<file path="src/rtl/mem_bus_arbiter.sv">
// Two-core round-robin arbiter for a shared main-memory port, with a
// per-transaction timeout that releases the bus if memory never answers.
module mem_bus_arbiter #(
    parameter int TIMEOUT = 16
) (
    input  logic        clk,
    input  logic        reset,
    input  logic        req0,
    input  logic        req1,
    input  logic        we0,
    input  logic        we1,
    input  logic [31:0] addr0,
    input  logic [31:0] addr1,
    input  logic [31:0] wdata0,
    input  logic [31:0] wdata1,
    output logic        gnt0,
    output logic        gnt1,
    output logic        ack0,
    output logic        ack1,
    output logic        err,
    output logic [31:0] rdata,
    output logic        mem_req,
    output logic        mem_we,
    output logic [31:0] mem_addr,
    output logic [31:0] mem_wdata,
    input  logic        mem_ready,
    input  logic [31:0] mem_rdata
);

    localparam int CW = $clog2(TIMEOUT + 1);
    localparam logic [CW-1:0] CNT_LAST = CW'(TIMEOUT - 1);

    typedef enum logic {IDLE = 1'b0, BUSY = 1'b1} state_t;

    state_t        r_state, w_state_nxt;
    logic          r_owner, w_owner_nxt;
    logic          r_last_served, w_last_served_nxt;
    logic [CW-1:0] r_cnt, w_cnt_nxt;
    logic          r_gnt0, w_gnt0_nxt;
    logic          r_gnt1, w_gnt1_nxt;
    logic          r_ack0, w_ack0_nxt;
    logic          r_ack1, w_ack1_nxt;
    logic          r_err, w_err_nxt;
    logic [31:0]   r_rdata, w_rdata_nxt;
    logic          r_mem_req, w_mem_req_nxt;
    logic          r_mem_we, w_mem_we_nxt;
    logic [31:0]   r_mem_addr, w_mem_addr_nxt;
    logic [31:0]   r_mem_wdata, w_mem_wdata_nxt;

    logic w_elig0, w_elig1, w_pick;

    // A core that is seeing its own ack/err this cycle still holds a stale req
    assign w_elig0 = req0 & ~r_ack0 & ~(r_err & ~r_owner);
    assign w_elig1 = req1 & ~r_ack1 & ~(r_err & r_owner);
    assign w_pick  = (w_elig0 & w_elig1) ? ~r_last_served : w_elig1;

    // Next-state and next-output decode
    always_comb begin
        w_state_nxt       = r_state;
        w_owner_nxt       = r_owner;
        w_last_served_nxt = r_last_served;
        w_cnt_nxt         = r_cnt;
        w_gnt0_nxt        = 1'b0;
        w_gnt1_nxt        = 1'b0;
        w_ack0_nxt        = 1'b0;
        w_ack1_nxt        = 1'b0;
        w_err_nxt         = 1'b0;
        w_rdata_nxt       = r_rdata;
        w_mem_req_nxt     = 1'b0;
        w_mem_we_nxt      = r_mem_we;
        w_mem_addr_nxt    = r_mem_addr;
        w_mem_wdata_nxt   = r_mem_wdata;
        case (r_state)
            IDLE: begin
                if (w_elig0 | w_elig1) begin
                    w_state_nxt     = BUSY;
                    w_owner_nxt     = w_pick;
                    w_cnt_nxt       = {CW{1'b0}};
                    w_gnt0_nxt      = ~w_pick;
                    w_gnt1_nxt      = w_pick;
                    w_mem_req_nxt   = 1'b1;
                    w_mem_we_nxt    = w_pick ? we1 : we0;
                    w_mem_addr_nxt  = w_pick ? addr1 : addr0;
                    w_mem_wdata_nxt = w_pick ? wdata1 : wdata0;
                end else begin
                    w_state_nxt = IDLE;
                end
            end
            BUSY: begin
                if (mem_ready) begin
                    w_state_nxt       = IDLE;
                    w_ack0_nxt        = ~r_owner;
                    w_ack1_nxt        = r_owner;
                    w_rdata_nxt       = mem_rdata;
                    w_last_served_nxt = r_owner;
                end else if (r_cnt == CNT_LAST) begin
                    w_state_nxt       = IDLE;
                    w_err_nxt         = 1'b1;
                    w_last_served_nxt = r_owner;
                end else begin
                    w_cnt_nxt     = r_cnt + CW'(1);
                    w_gnt0_nxt    = ~r_owner;
                    w_gnt1_nxt    = r_owner;
                    w_mem_req_nxt = 1'b1;
                end
            end
            default: begin
                w_state_nxt = IDLE;
            end
        endcase
    end

    // State and output registers
    always_ff @(posedge clk) begin
        if (reset) begin
            r_state       <= IDLE;
            r_owner       <= 1'b0;
            r_last_served <= 1'b1;
            r_cnt         <= {CW{1'b0}};
            r_gnt0        <= 1'b0;
            r_gnt1        <= 1'b0;
            r_ack0        <= 1'b0;
            r_ack1        <= 1'b0;
            r_err         <= 1'b0;
            r_rdata       <= 32'h0;
            r_mem_req     <= 1'b0;
            r_mem_we      <= 1'b0;
            r_mem_addr    <= 32'h0;
            r_mem_wdata   <= 32'h0;
        end else begin
            r_state       <= w_state_nxt;
            r_owner       <= w_owner_nxt;
            r_last_served <= w_last_served_nxt;
            r_cnt         <= w_cnt_nxt;
            r_gnt0        <= w_gnt0_nxt;
            r_gnt1        <= w_gnt1_nxt;
            r_ack0        <= w_ack0_nxt;
            r_ack1        <= w_ack1_nxt;
            r_err         <= w_err_nxt;
            r_rdata       <= w_rdata_nxt;
            r_mem_req     <= w_mem_req_nxt;
            r_mem_we      <= w_mem_we_nxt;
            r_mem_addr    <= w_mem_addr_nxt;
            r_mem_wdata   <= w_mem_wdata_nxt;
        end
    end

    assign gnt0      = r_gnt0;
    assign gnt1      = r_gnt1;
    assign ack0      = r_ack0;
    assign ack1      = r_ack1;
    assign err       = r_err;
    assign rdata     = r_rdata;
    assign mem_req   = r_mem_req;
    assign mem_we    = r_mem_we;
    assign mem_addr  = r_mem_addr;
    assign mem_wdata = r_mem_wdata;

endmodule

</file>
<file path="config.mk">
export PLATFORM = sky130hd
export DESIGN_NAME = mem_bus_arbiter
export DESIGN_NICKNAME = d
export VERILOG_FILES = /design/src/rtl/mem_bus_arbiter.sv
export SDC_FILE = /design/constraint.sdc
export NUM_CORES = 1
export LEC_CHECK = 0
export BUFFER_PORTS_ARGS = -buffer_cell sky130_fd_sc_hd__buf_2
export CAP_MARGIN = 40
export CORE_ASPECT_RATIO = 0.5
export CORE_MARGIN = 3
export CORE_UTILIZATION = 40
export CTS_BUF_LIST = sky130_fd_sc_hd__clkbuf_8
export CTS_CLUSTER_SIZE = 28
export DETAILED_ROUTE_END_ITERATION = 16
export GPL_ROUTABILITY_DRIVEN = 0
export GPL_TIMING_DRIVEN = 0
export PLACE_DENSITY = 0.78
export RECOVER_POWER = 50
export SYNTH_ARGS = -nofsm -noshare
export SYNTH_HDL_FRONTEND = slang
export SYNTH_SLANG_ARGS = --single-unit
</file>
<file path="constraint.sdc">
create_clock -name clk -period 1.6 [get_ports clk]
set_input_delay 0.24 -clock clk [delete_from_list [all_inputs] [get_ports clk]]
set_output_delay 0.24 -clock clk [all_outputs]
set_load 0.02 [all_outputs]
</file>
==> impl_metrics.json, run 1 <==
{
  "drive_gt1_share_pct": 43.02,
  "cts_buffer_depth": 2,
  "core-area_sq_um": 10340,
  "ys_seq_area_share_pct": 51.01,
  "clk_pin_slew_ns": 0.11,
  "die_w_microns": 152.9,
  "fin_total_pwr_mw": 6.468,
  "htreeDepth": 3,
  "dieArea_sq_um": 12150,
  "p_switching_mw": 2.009,
  "power_frac_seq_pct": 47.9,
  "final_common_cell": "buf_2",
  "failed_checks": "negative setup slack",
  "grt_pass1_wl_microns": 19800,
  "vdd.ir_drop.worst_v": 0.0005249,
  "path_class": "flop to flop",
  "route.detailed.drc": 0,
  "cp-end-kind": "flop",
  "syn_inst": 414,
  "syn_nets": 583,
  "cp_cell_sequence": "and4bb_1 > a211o_4 > buf_12 > clkbuf_16 > mux2i_1 > o2bb2ai_1",
  "rsz0062_at_grt": "yes",
  "min_from": "mem_rdata[17]",
  "cp_slowest_stage_delay_ns": 0.37,
  "slew_headroom_pct": 65.92,
  "place_ws_ns": -0.1198,
  "grt_max_degree": 20,
  "postRouteWirelength_microns": 13640,
  "post-route-util_pct": 64.93,
  "fp.dieH_microns": 79.46,
  "timing.hold.ws_ns": 0.1049,
  "required_ns": 1.84,
  "min_to": "rdata[17]",
  "min_period_ns": 1.659,
  "layout_common_cells": "buf_2 (198), dfxtp_1 (106), clkbuf_1 (79)",
  "io_buffers": 268,
  "fin_cells": 863,
  "synth.distinct_cells": 35,
  "crit_slowest_cell": "dfxtp_2",
  "insertion_delay_ns": 0.36,
  "syn_area_sq_um": 4317,
  "critPathMaxFanout": 7,
  "design_area_sq_um": 6716,
  "ys_warn_count": 0,
  "r2r-end": "mem_wdata[29]",
  "internal-power_mw": 4.459,
  "fin_crit_sh_pct": 103.7,
  "critical_path_arrival_ns": 1.90,
  "syn_to_final_growth_pct": 55.59,
  "hold_path_depth": 3,
  "start_util_pct": 41.73,
  "clock-sinks": 110,
  "cp_top_family": "compound AO/OA/AOI/OAI gates",
  "grt_pass1_vias": 4045,
  "cap_viol_max_count": 0,
  "antenna_found_initial": 0,
  "startpoint_type": "flop",
  "fin_tns_setup_ns": -0.5840,
  "dr_total_vias": 4221,
  "synth-seq-cells": 110,
  "avgSynthCellArea_sq_um": 10.43,
  "drt_iter0_drc": 247,
  "critPathBufInv": 2,
  "ant_nets": 0,
  "ff2ff_path_depth": 6,
  "cts-root-buf": "clkbuf_8",
  "hold_class": "primary input to flop",
  "synth_edf_count": 0,
  "first_pass_iters": 4,
  "finalWorstSetupSlack_ns": -0.05876,
  "leakagePower_nw": 3.081,
  "vias_per_cell": 4.891,
  "switching_share_pct": 31.06,
  "regToRegSetupSlack_ns": -0.06,
  "numCtsBuffers": 9,
  "finalHoldViolCount": 0,
  "num_rows": 26,
  "fin_nets": 887,
  "pwr-share-comb_pct": 25.8,
  "antenna_cells": 0,
  "finalMaxSlewViolations": 0,
  "place_area_sq_um": 5864,
  "powerDensity_nw_per_um2": 962.9,
  "ys.flop_type": "dfxtp_1",
  "pin_count": 270,
  "drt-wirelength-per-cell_microns": 15.80,
  "dp_cells": 822,
  "synthArstFlopShare_pct": 0,
  "status": "finished, violations left",
  "grt_usage_pct": 19.78,
  "tightest_slew_ns": 0.5111,
  "max_freq_ghz": 0.6029,
  "setup-violations-final": 26,
  "cts_tree": "done",
  "r2r_start": "ack0",
  "overflow": 0,
  "fin_worst_skew_ns": 0.008021,
  "hpwl_microns": 9822,
  "p_clk_share_pct": 26.3
}
area by class of cell:
class | instances | area (sq um)
Inverter | 4 | 15.01
Timing Repair Buffer | 294 | 1572
Clock buffer | 9 | 123.9
Tap cell | 140 | 175.2
Buffer | 34 | 326.6
Multi-Input combinational cell | 265 | 2218
Clock inverter | 7 | 78.83
Sequential cell | 110 | 2207
Fill cell | 873 | 3628
metal layers:
layer,vias up,global-route usage [%],part of all wire (%),wire [microns]
met5,-,0,0,0
met4,0,3.733,1.1,149
met3,14,4.656,4.2,576
met2,104,36.12,52,7031
met1,2007,24.31,43,5878
li1,2096,-,-,-
how the worst max path moves through the flow:
stage / from / endpoint / slack (ns) / cells past startpoint
final: ack0 / mem_wdata[29] / -0.06 / 6
after global routing: ack0 / mem_addr[2] / -0.16 / 8
after CTS: r_cnt[0] / r_cnt[3] / -0.006 / 7
after detailed placement: r_owner / mem_req / -0.12 / 7
after global placement: r_owner / mem_req / -0.11 / 7
after floorplan: r_cnt[1] / r_cnt[3] / -0.01 / 7
power by group through the flow:
stage | Combinational [mW] | Sequential [mW] | Clock, mW
global placement | 1.36 | 3.13 | 0
global route | 1.79 | 3.13 | 1.86
finish | 1.67 | 3.10 | 1.70
CTS | 1.45 | 3.08 | 1.74
detailed placement | 1.39 | 3.14 | 0
floorplan | 0.531 | 3.41 | 0
synth_stat cells, types with 3 or more instances:
library cell  number  area [sq um]
dfxtp_1          110          2202
inv_1              4         15.01
buf_2             14         70.07
a21oi_1           32         160.2
mux2i_1           67         670.6
and2_1             4         25.02
o2bb2ai_1         65         569.3
o21ai_0            3         15.01
buf_6              4         45.04
nand2_1           67         251.5
clkbuf_1          16         60.06
worst register-to-register path: stages, from the launching register on:
cell and delay (ns):
dfxtp_2 0.37, and4bb_1 0.20, a211o_4 0.37, buf_12 0.17
clkbuf_16 0.16, mux2i_1 0.18, o2bb2ai_1 0.10
sequential cells by signal, indices dropped and copies added, names as in the netlist, 5 cells and up:
register   flops
mem_addr      32
mem_wdata     32
rdata         32
r_cnt          5
what timing repair did:
action                                  CTS  global route
endpoints found under the setup margin   56           103
pin swaps                                11            20
hold buffers                              0             0
cloned                                    1             4
gates resized for setup                  16           115
buffers inserted                         11            10
logic make-up after synthesis:
group | synth area share, %
adder cells (fa/ha/maj) | 0.5796
XOR/XNOR | 0.6088
buffers and inverters | 4.493
flip-flops | 51.01
AO/OA/AOI/OAI | 18.96
AND/OR/NAND/NOR | 8.812
multiplexers | 15.54
No activity file was read; power rests on OpenSTA's default activity.
==> inputs of run 2 (changes only) <==
--- a/config.mk
+++ b/config.mk
@@ -9,14 +9,14 @@
 export CAP_MARGIN = 40
 export CORE_ASPECT_RATIO = 0.5
 export CORE_MARGIN = 3
-export CORE_UTILIZATION = 40
+export CORE_UTILIZATION = 44
 export CTS_BUF_LIST = sky130_fd_sc_hd__clkbuf_8
-export CTS_CLUSTER_SIZE = 28
 export DETAILED_ROUTE_END_ITERATION = 16
 export GPL_ROUTABILITY_DRIVEN = 0
 export GPL_TIMING_DRIVEN = 0
-export PLACE_DENSITY = 0.78
+export PLACE_DENSITY = 0.81
 export RECOVER_POWER = 50
+export SLEW_MARGIN = 20
 export SYNTH_ARGS = -nofsm -noshare
 export SYNTH_HDL_FRONTEND = slang
 export SYNTH_SLANG_ARGS = --single-unit
==> constraint.sdc (replaced) <==
create_clock -name clk -period 1.9 [get_ports clk]
set_input_delay 0.285 -clock clk [delete_from_list [all_inputs] [get_ports clk]]
set_output_delay 0.285 -clock clk [all_outputs]
set_load 0.02 [all_outputs]
==> run 2 against run 1 <==
Effect of this change:
- flip-flop and latch count did not move
- clock skew hardly changed
- global-route usage is 1.7 points higher
- clock power decreased by 26%
- sequential power down 16%
- highest routed layer unchanged
- the run now ends clean
- largest cell class is now flip-flops and latches
==> impl_metrics.json, run 2 (synthesis results as in run 1) <==
{
  "status": "completed",
  "dieArea_sq_um": 11110,
  "cap_viol_max_count": 0,
  "post-route-util_pct": 64.61,
  "postRouteWirelength_microns": 12550,
  "dp_cells": 812,
  "antenna_found_initial": 0,
  "startpoint_type": "flop",
  "regToRegSetupSlack_ns": 0.14,
  "io_buffers": 268,
  "drt_iter0_drc": 122,
  "critical_path_arrival_ns": 2.01,
  "critPathMaxFanout": 4,
  "fp.dieH_microns": 76.04,
  "critPathBufInv": 0,
  "die_w_microns": 146.1,
  "route.detailed.drc": 0,
  "clock-sinks": 110,
  "cp_cell_sequence": "ha_1 > and3_1 > ha_2 > nor3b_4 > nand4_1 > xnor2_1 > and2_1",
  "min_to": "rdata[9]",
  "fill_cells": 853,
  "r2r-end": "r_cnt[3]",
  "switching_share_pct": 30.35,
  "fin_nets": 864,
  "hold_class": "primary input to flop",
  "vias_per_cell": 4.937,
  "grt_max_degree": 17,
  "start_util_pct": 47.29,
  "fin_total_pwr_mw": 4.967,
  "insertion_delay_ns": 0.35,
  "cts_tree": "done",
  "drt-wirelength-per-cell_microns": 15.13,
  "finalWorstSetupSlack_ns": 0.1392,
  "dr_total_vias": 4093,
  "cp-end-kind": "flop",
  "finalHoldViolCount": 0,
  "grt_pass1_wl_microns": 20040,
  "tightest_slew_ns": 0.4810,
  "grt_pass1_vias": 4114,
  "rsz0062_at_grt": "no",
  "layout_common_cells": "buf_2 (180), clkbuf_1 (117), dfxtp_1 (110)",
  "setup-violations-final": 0,
  "num_rows": 24,
  "slew_headroom_pct": 67.93,
  "min_from": "mem_rdata[9]",
  "first_pass_iters": 4,
  "hpwl_microns": 10020,
  "leakagePower_nw": 2.700,
  "internal-power_mw": 3.460,
  "htreeDepth": 3,
  "r2r_start": "r_cnt[0]",
  "cts_buffer_depth": 2,
  "powerDensity_nw_per_um2": 842.2,
  "max_freq_ghz": 0.5679,
  "cp_slowest_stage_delay_ns": 0.35,
  "power_frac_seq_pct": 52.3,
  "multi_input_area_sq_um": 1934,
  "final_common_cell": "buf_2",
  "grt_usage_pct": 21.53,
  "path_class": "flop to flop",
  "vdd.ir_drop.worst_v": 0.0004115,
  "finalMaxSlewViolations": 0,
  "ff2ff_path_depth": 7,
  "drive_gt1_share_pct": 29.33,
  "cts-root-buf": "clkbuf_8",
  "fin_crit_sh_pct": 92.67,
  "fin_worst_skew_ns": 0.007745,
  "fin_cells": 829,
  "p_switching_mw": 1.508,
  "place_ws_ns": -0.1258,
  "required_ns": 2.15,
  "crit_slowest_cell": "dfxtp_1",
  "clk_pin_slew_ns": 0.10,
  "cp_top_family": "simple AND/OR/NAND/NOR gates",
  "ant_nets": 0,
  "hold_path_depth": 3,
  "pin_count": 270,
  "min_period_ns": 1.761,
  "core-area_sq_um": 9129,
  "numCtsBuffers": 9,
  "hold_buffers": 0,
  "syn_to_final_growth_pct": 36.64,
  "overflow": 0,
  "pwr-share-comb_pct": 22.4,
  "final-seq-area_sq_um": 2202,
  "p_clk_share_pct": 25.3,
  "antenna_cells": 0
}
## run 2: stage by stage
| step | setup TNS (ns) | instance area, sq um | hold WS (ns) |
|---|---|---|---|
| global route | 0 | 5898 | 0.1404 |
| finish | 0 | 5898 | 0.1606 |
| CTS | 0 | 6017 | 0.1359 |
| floorplan | 0 | 4317 | 0.3643 |
| global placement | -0.05185 | 5821 | 0.4397 |
| detailed placement | -0.1986 | 5821 | 0.4416 |
## run 2: worst max path at each step
stage                  start       end  slack [ns]  cells after the start
finish              r_cnt[0]  r_cnt[3]        0.14                      7
CTS                 r_cnt[0]  r_cnt[3]        0.08                      7
floorplan           r_cnt[0]  r_cnt[3]        0.11                      7
global placement    r_cnt[0]  r_cnt[3]       -0.05                      7
global route        r_cnt[0]  r_cnt[3]        0.01                      7
detailed placement  r_cnt[0]  r_cnt[3]       -0.13                      7
## run 2: layout make-up
class / count / share of cell area [%]
Sequential cell: 110 / 37.34
Multi-Input combinational cell: 265 / 32.80
Timing Repair Buffer: 270 / 20.83
Buffer: 35 / 3.055
Tap cell: 130 / 2.758
Clock buffer: 11 / 2.567
Clock inverter: 4 / 0.4031
Inverter: 4 / 0.2546
## run 2: repair_timing
item | 4_1_cts | 5_1_grt
gates resized for setup | 1 | 4
endpoints found under the setup margin | 2 | 7
buffers inserted | 2 | 0
pin swaps | 1 | 1
## run 2: worst min-delay path, cell delays in order
cell	delay (ns)
buf_2	0.09
nand2_1	0.04
a21oi_1	0.05
## run 2: per-layer routing
layer  part of all wire (%)  vias to the layer above  GRT usage (%)
li1                       -                     2047              -
met1                     42                     1916          24.80
met2                     52                      117          40.34
met3                    5.7                       13          5.466
met4                    1.1                        0          4.972
met5                      0                        -              0
## run 2: power by group through the flow
stage	clock network, mW	logic (mW)	registers, mW
after global placement	0	1.14	2.63
final	1.26	1.11	2.60
after floorplan	0	0.445	2.87
after CTS	1.29	1.17	2.59
after global routing	1.39	1.21	2.62
after detailed placement	0	1.16	2.64
==> inputs of run 3 (changes only) <==
--- a/config.mk
+++ b/config.mk
@@ -14,7 +14,7 @@
 export DETAILED_ROUTE_END_ITERATION = 16
 export GPL_ROUTABILITY_DRIVEN = 0
 export GPL_TIMING_DRIVEN = 0
-export PLACE_DENSITY = 0.81
+export PLACE_DENSITY_LB_ADDON = 0.25
 export RECOVER_POWER = 50
 export SLEW_MARGIN = 20
 export SYNTH_ARGS = -nofsm -noshare
==> run 3 against run 2 <==
Effect of this change:
- clock skew grew 0.0025 ns
- core utilization grew 2.0 points
- sequential power is essentially flat
- non-clock buffer count grew 1
- cell count grew 0.24%
- sequential share of layout area shrank 1.1 points
- via count is essentially flat
- critical path type unchanged
- critical endpoint unchanged
- largest power group unchanged
==> impl_metrics.json, run 3 (synthesis results as in run 1) <==
{
  "status": "completed",
  "setup-violations-final": 0,
  "insertion_delay_ns": 0.36,
  "startpoint_type": "flop",
  "cts_buffer_depth": 2,
  "max_freq_ghz": 0.5330,
  "cts-root-buf": "clkbuf_8",
  "num_rows": 24,
  "clk_pin_slew_ns": 0.11,
  "required_ns": 2.17,
  "cap_viol_max_count": 0,
  "final_common_cell": "buf_2",
  "path_class": "flop to flop",
  "p_clk_share_pct": 28.4,
  "fp.dieH_microns": 76.04,
  "grt_usage_pct": 21.15,
  "powerDensity_nw_per_um2": 859.6,
  "clock-sinks": 110,
  "fin_cells": 831,
  "drive_gt1_share_pct": 44.51,
  "finalHoldViolCount": 0,
  "htreeDepth": 3,
  "hpwl_microns": 9553,
  "core-area_sq_um": 9129,
  "dieArea_sq_um": 11110,
  "critical_path_arrival_ns": 2.14,
  "vdd.ir_drop.worst_v": 0.0004502,
  "dp_cells": 812,
  "finalWorstSetupSlack_ns": 0.02370,
  "drt-wirelength-per-cell_microns": 14.61,
  "antenna_found_initial": 0,
  "p_switching_mw": 1.582,
  "grt_pass1_vias": 4090,
  "pwr-share-comb_pct": 22.0,
  "dr_total_vias": 4095,
  "timing.hold.ws_ns": 0.1453,
  "slew_headroom_pct": 69.15,
  "antenna_cells": 0,
  "vias_per_cell": 4.928,
  "grt_pass1_wl_microns": 19580,
  "internal-power_mw": 3.648,
  "rsz0062_at_grt": "yes",
  "fin_tns_setup_ns": 0,
  "cts_tree": "done",
  "syn_to_final_growth_pct": 40.96,
  "hold_class": "primary input to flop",
  "hold_buffers": 0,
  "finalMaxSlewViolations": 0,
  "fin_worst_skew_ns": 0.01029,
  "drt_iter0_drc": 108,
  "postRouteWirelength_microns": 12140,
  "switching_share_pct": 30.25,
  "io_buffers": 268,
  "numCtsBuffers": 9,
  "tightest_slew_ns": 0.4579,
  "fin_crit_sh_pct": 98.75,
  "route.detailed.drc": 0,
  "place_ws_ns": -0.05419,
  "cp-end-kind": "flop",
  "grt_max_degree": 20,
  "start_util_pct": 47.29,
  "min_period_ns": 1.876,
  "pin_count": 270,
  "power_frac_seq_pct": 49.5,
  "die_w_microns": 146.1,
  "ant_nets": 0,
  "fin_nets": 865,
  "critPathMaxFanout": 7,
  "leakagePower_nw": 3.141,
  "overflow": 0,
  "first_pass_iters": 5,
  "layout_common_cells": "buf_2 (282), dfxtp_1 (109), mux2i_1 (67), nand2_1 (67), o2bb2ai_1 (65)"
}
## run 3: per-layer routing
layer	global-route usage, %	wire (microns)	vias to the layer above
met2	36.87	6019	139
met3	7.843	927	13
li1	-	-	2052
met1	25.00	5054	1891
met4	4.972	142	0
met5	0	0	-
## run 3: layout make-up
class                      count  area (sq um)
buffer                        35         181.4
clock buffer                  10         137.6
clock inverter                 6         76.32
fill                         808          3044
inverter                       4         15.01
multi-input combinational    265          1944
sequential                   110          2203
tap                          130         162.7
timing repair buffer         271          1364
## run 3: what timing repair did
action                     in CTS  in global routing
gates cloned                    0                  0
resized for setup               1                  8
buffers inserted                0                  3
pin swaps                       0                  2
setup endpoints to repair       2                 27
## run 3: worst paths after layout
| kind | from | to | slack [ns] | cells past startpoint |
|---|---|---|---|---|
| max | r_cnt[0] | r_cnt[3] | 0.02 | 7 |
| min | mem_rdata[9] | rdata[9] | 0.15 | 3 |
| max reg2reg | r_cnt[0] | r_cnt[3] | 0.02 | 7 |
| min reg2reg | rdata[5] | rdata[5] | 0.46 | 2 |
## run 3: per-stage QoR
stage | utilization [%] | power [mW] | area (sq um)
after detailed placement | 63.76 | 3.795 | 5821
after global placement | 63.76 | 3.770 | 5821
after floorplan | - | 3.314 | 4317
after global routing | 66.65 | 5.508 | 6085
after CTS | 66.17 | 5.280 | 6041
final | 66.65 | 5.231 | 6085
## run 3: worst max-delay path, cell delays in order (launching register included)
cell and delay (ns):
dfxtp_2 0.35, ha_1 0.20, and3_1 0.21, ha_4 0.18, nor3b_4 0.37, nand4_1 0.17
xnor2_1 0.16, and2_1 0.15
## run 3: power groups by stage
| stage | Sequential [mW] | Combinational, mW | Clock (mW) |
|---|---|---|---|
| after global routing | 2.61 | 1.26 | 1.64 |
| after detailed placement | 2.64 | 1.15 | 0 |
| final | 2.59 | 1.15 | 1.49 |
| after CTS | 2.59 | 1.16 | 1.53 |
| after global placement | 2.63 | 1.14 | 0 |
| after floorplan | 2.87 | 0.445 | 0 |
